===== src/rtl/flpt_issue_ctrl.sv =====
`default_nettype none
// ============================================================================
//  Module   : flpt_issue_ctrl
//  Purpose  : Issue/completion controller for external execution units
//             (FPU, divider, UART ...). Starts one unit per request. It then
//             waits for that unit's done line or for a fixed latency, and
//             finally emits a single writeback strobe toward the integer or
//             float register file. An op that waits too long is aborted. A
//             request to a non-existent unit is also aborted. Both aborts
//             are flagged through sticky error bits.
//  Ports    : clk, rstn            - clock, synchronous active-low reset
//             req/req_unit/req_dest- request from decode (unit, wb target)
//             unit_done            - per-unit completion lines
//             err_clr              - clears sticky error flags
//             unit_go              - one-hot start pulse to the chosen unit
//             busy                 - op in flight, requests ignored
//             done                 - one-cycle completion pulse
//             wb_int / wb_flt      - register-file write strobes
//             wb_unit              - result mux select (latched unit index)
//             timeout_err / illegal_err - sticky error flags
//  Revision : 1.0 - initial release
// ============================================================================
module flpt_issue_ctrl #(
    parameter int                NUNITS     = 4,
    parameter logic [NUNITS-1:0] FIXED_MASK = '0,
    parameter int                FIXED_LAT  = 2,
    parameter int                TIMEOUT    = 255,
    localparam int               UW         = $clog2(NUNITS)
) (
    input  logic              clk,
    input  logic              rstn,
    input  logic              req,
    input  logic [UW-1:0]     req_unit,
    input  logic [1:0]        req_dest,
    input  logic [NUNITS-1:0] unit_done,
    input  logic              err_clr,
    output logic [NUNITS-1:0] unit_go,
    output logic              busy,
    output logic              done,
    output logic              wb_int,
    output logic              wb_flt,
    output logic [UW-1:0]     wb_unit,
    output logic              timeout_err,
    output logic              illegal_err
);

    // The counter must reach the larger of the two limits plus one, so
    // neither comparison can be skipped by wrap-around.
    localparam int              C_MAX_WAIT  = (TIMEOUT > FIXED_LAT) ? TIMEOUT : FIXED_LAT;
    localparam int              CW          = $clog2(C_MAX_WAIT + 2);
    localparam logic [CW-1:0]   C_FIXED_LAT = CW'(FIXED_LAT);
    localparam logic [CW-1:0]   C_TIMEOUT   = CW'(TIMEOUT);
    localparam logic [CW-1:0]   C_CNT_ONE   = CW'(1);
    localparam logic [UW:0]     C_NUNITS    = (UW + 1)'(NUNITS);
    localparam logic [NUNITS-1:0] C_GO_ONE  = NUNITS'(1);

    typedef enum logic [1:0] {
        ST_IDLE  = 2'd0,
        ST_ISSUE = 2'd1,
        ST_WAIT  = 2'd2,
        ST_WB    = 2'd3
    } state_t;

    state_t          state_q, state_d;
    logic [UW-1:0]   unit_q,  unit_d;
    logic [1:0]      dest_q,  dest_d;
    logic            supp_q,  supp_d;    // suppress writeback of this op
    logic [CW-1:0]   cnt_q,   cnt_d;
    logic            terr_q,  terr_d;
    logic            ierr_q,  ierr_d;

    logic            w_req_legal;
    logic            w_unit_fixed;
    logic            w_unit_fin;
    logic            w_tmo;
    logic            w_set_terr;
    logic            w_set_ierr;

    assign w_req_legal  = ({1'b0, req_unit} < C_NUNITS);
    assign w_unit_fixed = FIXED_MASK[unit_q];
    // Fixed-latency units have no done line; their completion is the count.
    assign w_unit_fin   = w_unit_fixed ? (cnt_q == C_FIXED_LAT) : unit_done[unit_q];
    // A completion arriving in the same cycle as the limit takes priority.
    assign w_tmo        = (TIMEOUT != 0) && (cnt_q == C_TIMEOUT) && !w_unit_fin;

    always_comb begin
        state_d    = state_q;
        unit_d     = unit_q;
        dest_d     = dest_q;
        supp_d     = supp_q;
        cnt_d      = cnt_q;
        w_set_terr = 1'b0;
        w_set_ierr = 1'b0;

        case (state_q)
            ST_IDLE: begin
                if (req) begin
                    if (w_req_legal) begin
                        unit_d  = req_unit;
                        dest_d  = req_dest;
                        supp_d  = 1'b0;
                        state_d = ST_ISSUE;
                    end else begin
                        // Unit index and result mux stay where they were.
                        supp_d     = 1'b1;
                        w_set_ierr = 1'b1;
                        state_d    = ST_WB;
                    end
                end
            end
            ST_ISSUE: begin
                cnt_d   = C_CNT_ONE;
                state_d = ST_WAIT;
            end
            ST_WAIT: begin
                if (w_unit_fin) begin
                    state_d = ST_WB;
                end else if (w_tmo) begin
                    supp_d     = 1'b1;
                    w_set_terr = 1'b1;
                    state_d    = ST_WB;
                end else if (cnt_q != '1) begin
                    cnt_d = cnt_q + C_CNT_ONE;
                end
            end
            ST_WB: begin
                cnt_d   = '0;
                state_d = ST_IDLE;
            end
            default: begin
                state_d = ST_IDLE;
            end
        endcase

        // Setting has priority over a simultaneous clear.
        terr_d = (terr_q & ~err_clr) | w_set_terr;
        ierr_d = (ierr_q & ~err_clr) | w_set_ierr;
    end

    always_ff @(posedge clk) begin
        if (!rstn) begin
            state_q <= ST_IDLE;
            unit_q  <= '0;
            dest_q  <= '0;
            supp_q  <= 1'b0;
            cnt_q   <= '0;
            terr_q  <= 1'b0;
            ierr_q  <= 1'b0;
        end else begin
            state_q <= state_d;
            unit_q  <= unit_d;
            dest_q  <= dest_d;
            supp_q  <= supp_d;
            cnt_q   <= cnt_d;
            terr_q  <= terr_d;
            ierr_q  <= ierr_d;
        end
    end

    // All outputs come from registered state only.
    assign unit_go     = (state_q == ST_ISSUE) ? (C_GO_ONE << unit_q) : '0;
    assign busy        = (state_q != ST_IDLE);
    assign done        = (state_q == ST_WB);
    assign wb_int      = (state_q == ST_WB) && !supp_q && (dest_q == 2'd1);
    assign wb_flt      = (state_q == ST_WB) && !supp_q && (dest_q == 2'd2);
    assign wb_unit     = unit_q;
    assign timeout_err = terr_q;
    assign illegal_err = ierr_q;

endmodule
`default_nettype wire


===== config.mk =====
export PLATFORM = sky130hd
export DESIGN_NAME = flpt_issue_ctrl
export DESIGN_NICKNAME = d
export VERILOG_FILES = /design/src/rtl/flpt_issue_ctrl.sv
export SDC_FILE = /design/constraint.sdc
export NUM_CORES = 1
export LEC_CHECK = 0
export BUFFER_PORTS_ARGS = -buffer_cell sky130_fd_sc_hd__buf_2
export CORE_MARGIN = 2
export CORE_UTILIZATION = 47
export DETAILED_ROUTE_END_ITERATION = 8
export PLACE_DENSITY_LB_ADDON = 0.2
export SLEW_MARGIN = 20
export SYNTH_ARGS = -nofsm -noshare
export SYNTH_HDL_FRONTEND = slang
export SYNTH_SLANG_ARGS = --single-unit

===== constraint.sdc =====
create_clock -name clk -period 2.6 [get_ports clk]
set_input_delay 0.26 -clock clk [delete_from_list [all_inputs] [get_ports clk]]
set_output_delay 0.26 -clock clk [all_outputs]
set_load 0.02 [all_outputs]

==> results of run 1 <==
==> routing by layer <==
metal  wire, µm  up-vias  track usage
met3        131        2       0.0263
met2       1110       32        0.329
li1           -      489            -
met1       1060      440        0.270
met4         14        0       0.0721
met5          0        -            0
==> kinds of logic after synthesis <==
group / count (synthesis) / synth area share
AO/OA/AOI/OAI: 29 / 0.187
buffers and inverters: 13 / 0.0544
flip-flops: 18 / 0.348
adder cells (fa/ha/maj): 8 / 0.0967
multiplexers: 3 / 0.0411
AND/OR/NAND/NOR: 53 / 0.272
==> synthesized netlist by cell type (all sizes together) (3+ instances only) <==
cell / number
o31a: 3
nand2: 17
inv: 8
a21oi: 11
nor2: 10
o21ai: 6
nand2b: 3
ha: 8
or3: 3
clkbuf: 4
dfxtp: 18
nand3: 7
==> critical path: cells and delay by family (launching register included) <==
kind | cells | cell delay [ns]
DFF | 1 | 0.36
AOI/OAI and AO/OA | 1 | 0.16
and+or+nand+nor | 5 | 1.35
adders and majority gates | 2 | 0.48
==> area by class of cell <==
class	count	share of cell area
timing repair buffer	24	0.102
clock buffer	4	0.0301
sequential	18	0.299
inverter	8	0.0249
multi-input combinational	93	0.517
tap	27	0.0280
==> what timing repair did <==
action	CTS	global route
setup endpoints to repair	0	1
hold buffers	0	0
resized for setup	0	1
==> registers in the layout (all words and copies together), names as in the netlist <==
signal and flops:
cnt_q 9, dest_q 2, state_q 2, wb_unit 2
illegal_err 1, supp_q 1, timeout_err 1
==> power by group <==
group / switching (W) / total [W] / internal (W)
combinational: 0.000257 / 0.000435 / 0.000178
clock: 0.0000877 / 0.000173 / 0.0000853
sequential: 0.0000351 / 0.000344 / 0.000309
==> per-stage QoR <==
step / std cells / total power (W) / hold WS, ns / instance area (µm²) / utilization
after floorplan: 124 / 0.000674 / 0.332 / 1030 / -
after global placement: 170 / 0.000771 / 0.415 / 1160 / 0.576
after detailed placement: 170 / 0.000784 / 0.428 / 1160 / 0.576
after CTS: 174 / 0.000961 / 0.108 / 1200 / 0.594
after global routing: 174 / 0.00104 / 0.119 / 1210 / 0.597
final: 174 / 0.000952 / 0.120 / 1210 / 0.597
==> worst min path at each step <==
stage,from,slack (ns),endpoint
6_report,err_clr,0.12,illegal_err
3_3_place_gp,illegal_err,0.42,illegal_err
4_1_cts,err_clr,0.11,illegal_err
5_1_grt,err_clr,0.12,illegal_err
3_5_place_dp,illegal_err,0.43,illegal_err
2_1_floorplan,err_clr,0.33,illegal_err
==> flow_metrics.env, run 1 <==
export IMPL_max_freq_mhz=414
export IMPL_hp_class="in -> reg"
export IMPL_timing_reg2reg_setup_slack_ns=0.18
export IMPL_avgViaCountPerCell=5.53
export IMPL_hpwl_um=1760
export IMPL_grt_max_degree=15
export IMPL_hold_viol=0
export IMPL_dp_slack_ns=0.190
export IMPL_drv_slew=0
export IMPL_crit_path_start_kind="flop"
export IMPL_clk_path_buf_depth=2
export IMPL_async_flop_share=0
export IMPL_cp_end_kind="flop"
export IMPL_relSlewSlack=0.698
export IMPL_fill_cells=191
export IMPL_yosysTopAreaCell="dfxtp_1"
export IMPL_syn_area_per_cell_um2=8.34
export IMPL_finalSetupTns_ns=0
export IMPL_setup_slack_ns=0.185
export IMPL_crit_top_cell="ha_1"
export IMPL_vias=963
export IMPL_clk_pin_slew_ns=0.10
export IMPL_antenna_found_initial=0
export IMPL_grt_pass1_vias=883
export IMPL_ys_warn_count=0
export IMPL_synth_cell_types=36
export IMPL_crit_fanout=6
export IMPL_power_density_nw_per_um2=789
export IMPL_numPortBuffers=23
export IMPL_ys_ff_latch=18
export IMPL_worst_r2r_cell_count=8
export IMPL_outcome="complete, no violations"
export IMPL_core_um2=2020
export IMPL_first_iter_violations=18
export IMPL_syn_nets=144
export IMPL_layout_nets=168
export IMPL_place_congestion=0.890
export IMPL_netlist_area_um2=1030
export IMPL_synth_top_area_share=0.348
export IMPL_worstSkewPairLatency_ns=0.29
export IMPL_die_h_um=50.9
export IMPL_grt_total_usage=0.201
export IMPL_area_growth_pct=16.6
export IMPL_worstMarginPinSlew_ns=0.453
export IMPL_seq_area_frac_synth=0.348
export IMPL_wirelength_um=2320
export IMPL_whs_path_depth=2
export IMPL_slowest_delay_ns=0.41
export IMPL_crit_end="cnt_q[6]"
export IMPL_r2r_end="cnt_q[6]"
export IMPL_drt_pre_antenna_iters=4
export IMPL_crit_path_start="cnt_q[0]"
export IMPL_irDropWorstVdd_uv=520
export IMPL_critical_path_class="reg -> reg"
export IMPL_cts_setup_buffers=0
export IMPL_die_w_um=50.9
export IMPL_rr_startpoint="cnt_q[0]"
export IMPL_final_antenna_net_count=0
export IMPL_synthFlopType="dfxtp_1"
export IMPL_h_tree_depth=1
export IMPL_ff_latch_area_um2=360
export IMPL_ioPinCount=24
export IMPL_path_cells="ha_1, nand3_2, nor3_1, ha_1, or2_2, or3_4, or4_1, a21oi_1"
export IMPL_layout_commonest_cell="buf_2"
export IMPL_die_area_um2=2590
export IMPL_finalCriticalPeriod_ns=2.42
export IMPL_multi_input_area_um2=623
export IMPL_n_antenna_cell=0
export IMPL_synth_edf_count=0
export IMPL_start_util=0.512
export IMPL_wl_per_cell_um=13.3
export IMPL_grt_overflow=0
export IMPL_fp_row_count=16
export IMPL_clock_root_buffer="clkbuf_4"
export IMPL_final_cell_mix="buf_2 (23), dfxtp_1 (18), nand2_1 (17)"
export IMPL_rsz0062_at_grt="false"
export IMPL_cts_sink_count=18
export IMPL_synth_top_cells_by_area="dfxtp_1 (35%), ha_1 (9.7%), nand2_1 (6.2%)"
export IMPL_cts_tree="built"
export IMPL_worstPathArrival_ns=2.64
export IMPL_p_leak_nw=0.508
export IMPL_cap_violations=0
export IMPL_cp_slowest_cell="or3_4"
export IMPL_critical_path_required_ns=2.82
export IMPL_cts_buffers=3
export IMPL_setup_viol=0
export IMPL_grt_first_pass_wirelength_um=3940
export IMPL_drive_above_1_share=0.272
export IMPL_synthCells=124
export IMPL_skew_ns=0.00120
export IMPL_drcViolationCount=0
export IMPL_period_share=0.929
Note: power is estimated with default switching activity, not from simulation.
==> inputs of run 2 (changes only) <==
--- a/config.mk
+++ b/config.mk
@@ -9,7 +9,9 @@
 export CORE_MARGIN = 2
 export CORE_UTILIZATION = 47
 export DETAILED_ROUTE_END_ITERATION = 8
+export GPL_TIMING_DRIVEN = 1
 export PLACE_DENSITY_LB_ADDON = 0.2
+export RECOVER_POWER = 50
 export SLEW_MARGIN = 20
 export SYNTH_ARGS = -nofsm -noshare
 export SYNTH_HDL_FRONTEND = slang
==> run 2 against run 1 <==
  * Design area down 1.0%
  * Die area is the same
  * Flip-flop and latch count did not move
  * Maximum frequency about the same
  * Combinational power is 2% lower
  * Highest routed layer unchanged
==> flow_metrics.env, run 2 (same netlist as run 1, synthesis figures left out) <==
export IMPL_h_tree_depth=1
export IMPL_largest_register="cnt_q"
export IMPL_swShare=0.404
export IMPL_crit_fanout=6
export IMPL_outcome="complete, no violations"
export IMPL_critical_path_class="reg -> reg"
export IMPL_antenna_found_initial=0
export IMPL_rsz0062_at_grt="false"
export IMPL_die_h_um=50.9
export IMPL_numPortBuffers=23
export IMPL_n_antenna_cell=0
export IMPL_hold_end="illegal_err"
export IMPL_p_switching_w=0.000382
export IMPL_hold_worst_slack_ns=0.120
export IMPL_cap_violations=0
export IMPL_ioPinCount=24
export IMPL_place_congestion=0.890
export IMPL_start_util=0.512
export IMPL_wirelength_um=2330
export IMPL_p_leak_nw=0.467
export IMPL_cts_sink_count=18
export IMPL_core_um2=2020
export IMPL_area_growth_pct=15.4
export IMPL_cts_tree="built"
export IMPL_clk_pin_slew_ns=0.10
export IMPL_die_area_um2=2590
export IMPL_fp_row_count=16
export IMPL_pwr_share_seq=0.364
export IMPL_drcViolationCount=0
export IMPL_hp_class="in -> reg"
export IMPL_grt_max_degree=15
export IMPL_hold_start="err_clr"
export IMPL_setup_viol=0
export IMPL_worstSkewPairLatency_ns=0.29
export IMPL_worstPathArrival_ns=2.64
export IMPL_relSlewSlack=0.698
export IMPL_die_w_um=50.9
export IMPL_worst_r2r_cell_count=8
export IMPL_final_cell_mix="dfxtp_1 (18), nand2_1 (17), buf_2 (13)"
export IMPL_max_freq_mhz=414
export IMPL_layout_commonest_cell="dfxtp_1"
export IMPL_cp_end_kind="flop"
export IMPL_period_share=0.929
export IMPL_power_density_nw_per_um2=792
export IMPL_clock_root_buffer="clkbuf_4"
export IMPL_finalSetupTns_ns=0
export IMPL_wl_per_cell_um=13.4
export IMPL_cts_buffers=3
export IMPL_comb_power_share=0.453
export IMPL_grt_overflow=0
export IMPL_vias=961
export IMPL_r2r_end="cnt_q[6]"
export IMPL_drt_pre_antenna_iters=4
export IMPL_grt_total_usage=0.201
export IMPL_drv_slew=0
export IMPL_avgViaCountPerCell=5.52
export IMPL_grt_pass1_vias=883
export IMPL_irDropWorstVdd_uv=520
export IMPL_crit_path_start_kind="flop"
export IMPL_layout_nets=168
export IMPL_rr_startpoint="cnt_q[0]"
export IMPL_timing_reg2reg_setup_slack_ns=0.18
export IMPL_whs_path_depth=2
export IMPL_clk_path_buf_depth=2
export IMPL_final_util=0.590
export IMPL_intPower_w=0.000564
export IMPL_critical_path_required_ns=2.82
export IMPL_drive_above_1_share=0.204
export IMPL_finalCriticalPeriod_ns=2.42
export IMPL_skew_ns=0.00120
export IMPL_final_antenna_net_count=0
export IMPL_hold_viol=0
export IMPL_p_clk_frac=0.183
export IMPL_worstMarginPinSlew_ns=0.453
export IMPL_largest_reg_flops=9
export IMPL_grt_first_pass_wirelength_um=3940
export IMPL_hpwl_um=1760
export IMPL_hold_buffers=0
export IMPL_first_iter_violations=17
export IMPL_fill_cells=193
[run 2: worst max path at each step]
stage,end,from,slack (ns)
finish,cnt_q[6],cnt_q[0],0.18
floorplan,cnt_q[6],cnt_q[0],0.36
global placement,cnt_q[6],cnt_q[0],0.26
global route,cnt_q[6],cnt_q[0],0.07
CTS,cnt_q[6],cnt_q[0],0.13
detailed placement,cnt_q[6],cnt_q[0],0.19
[run 2: critical path, cell delays in order (launching register included)]
cell,delay (ns)
dfxtp_1,0.36
ha_1,0.25
nand3_2,0.12
nor3_1,0.09
ha_1,0.23
or2_2,0.33
or3_4,0.41
or4_1,0.40
a21oi_1,0.16
[run 2: layout make-up]
class | count | area, µm² | area share
multi-input cells | 93 | 623 | 0.522
flip-flops and latches | 18 | 360 | 0.302
repair buffers | 24 | 110 | 0.0922
clock buffers | 4 | 36.3 | 0.0304
well taps | 27 | 33.8 | 0.0283
inverters | 8 | 30.0 | 0.0252
[run 2: what timing repair did]
item,in CTS,in global routing
resized for setup,0,1
setup buffers,0,0
endpoints found under the setup margin,0,1
[run 2: metrics by stage]
step | instances | total power, W | setup slack (ns) | instance area, µm²
6_report | 174 | 0.000945 | 0.185 | 1190
5_1_grt | 174 | 0.00103 | 0.0675 | 1190
4_1_cts | 174 | 0.000961 | 0.127 | 1200
3_5_place_dp | 170 | 0.000784 | 0.190 | 1160
3_3_place_gp | 170 | 0.000771 | 0.263 | 1160
2_1_floorplan | 124 | 0.000674 | 0.356 | 1030
[run 2: power groups by stage]
stage | Clock (W) | Combinational, W | Sequential [W]
final | 0.000173 | 0.000428 | 0.000344
after global routing | 0.000191 | 0.000490 | 0.000350
after CTS | 0.000180 | 0.000437 | 0.000344
after detailed placement | 0 | 0.000434 | 0.000350
after global placement | 0 | 0.000427 | 0.000345
after floorplan | 0 | 0.000326 | 0.000348
[run 2: per-layer routing]
layer	up-vias	share of wire	GRT usage
met5	-	0	0
met4	0	0.0060	0.0721
met3	2	0.057	0.0263
met2	32	0.48	0.329
met1	438	0.46	0.270
li1	489	-	-
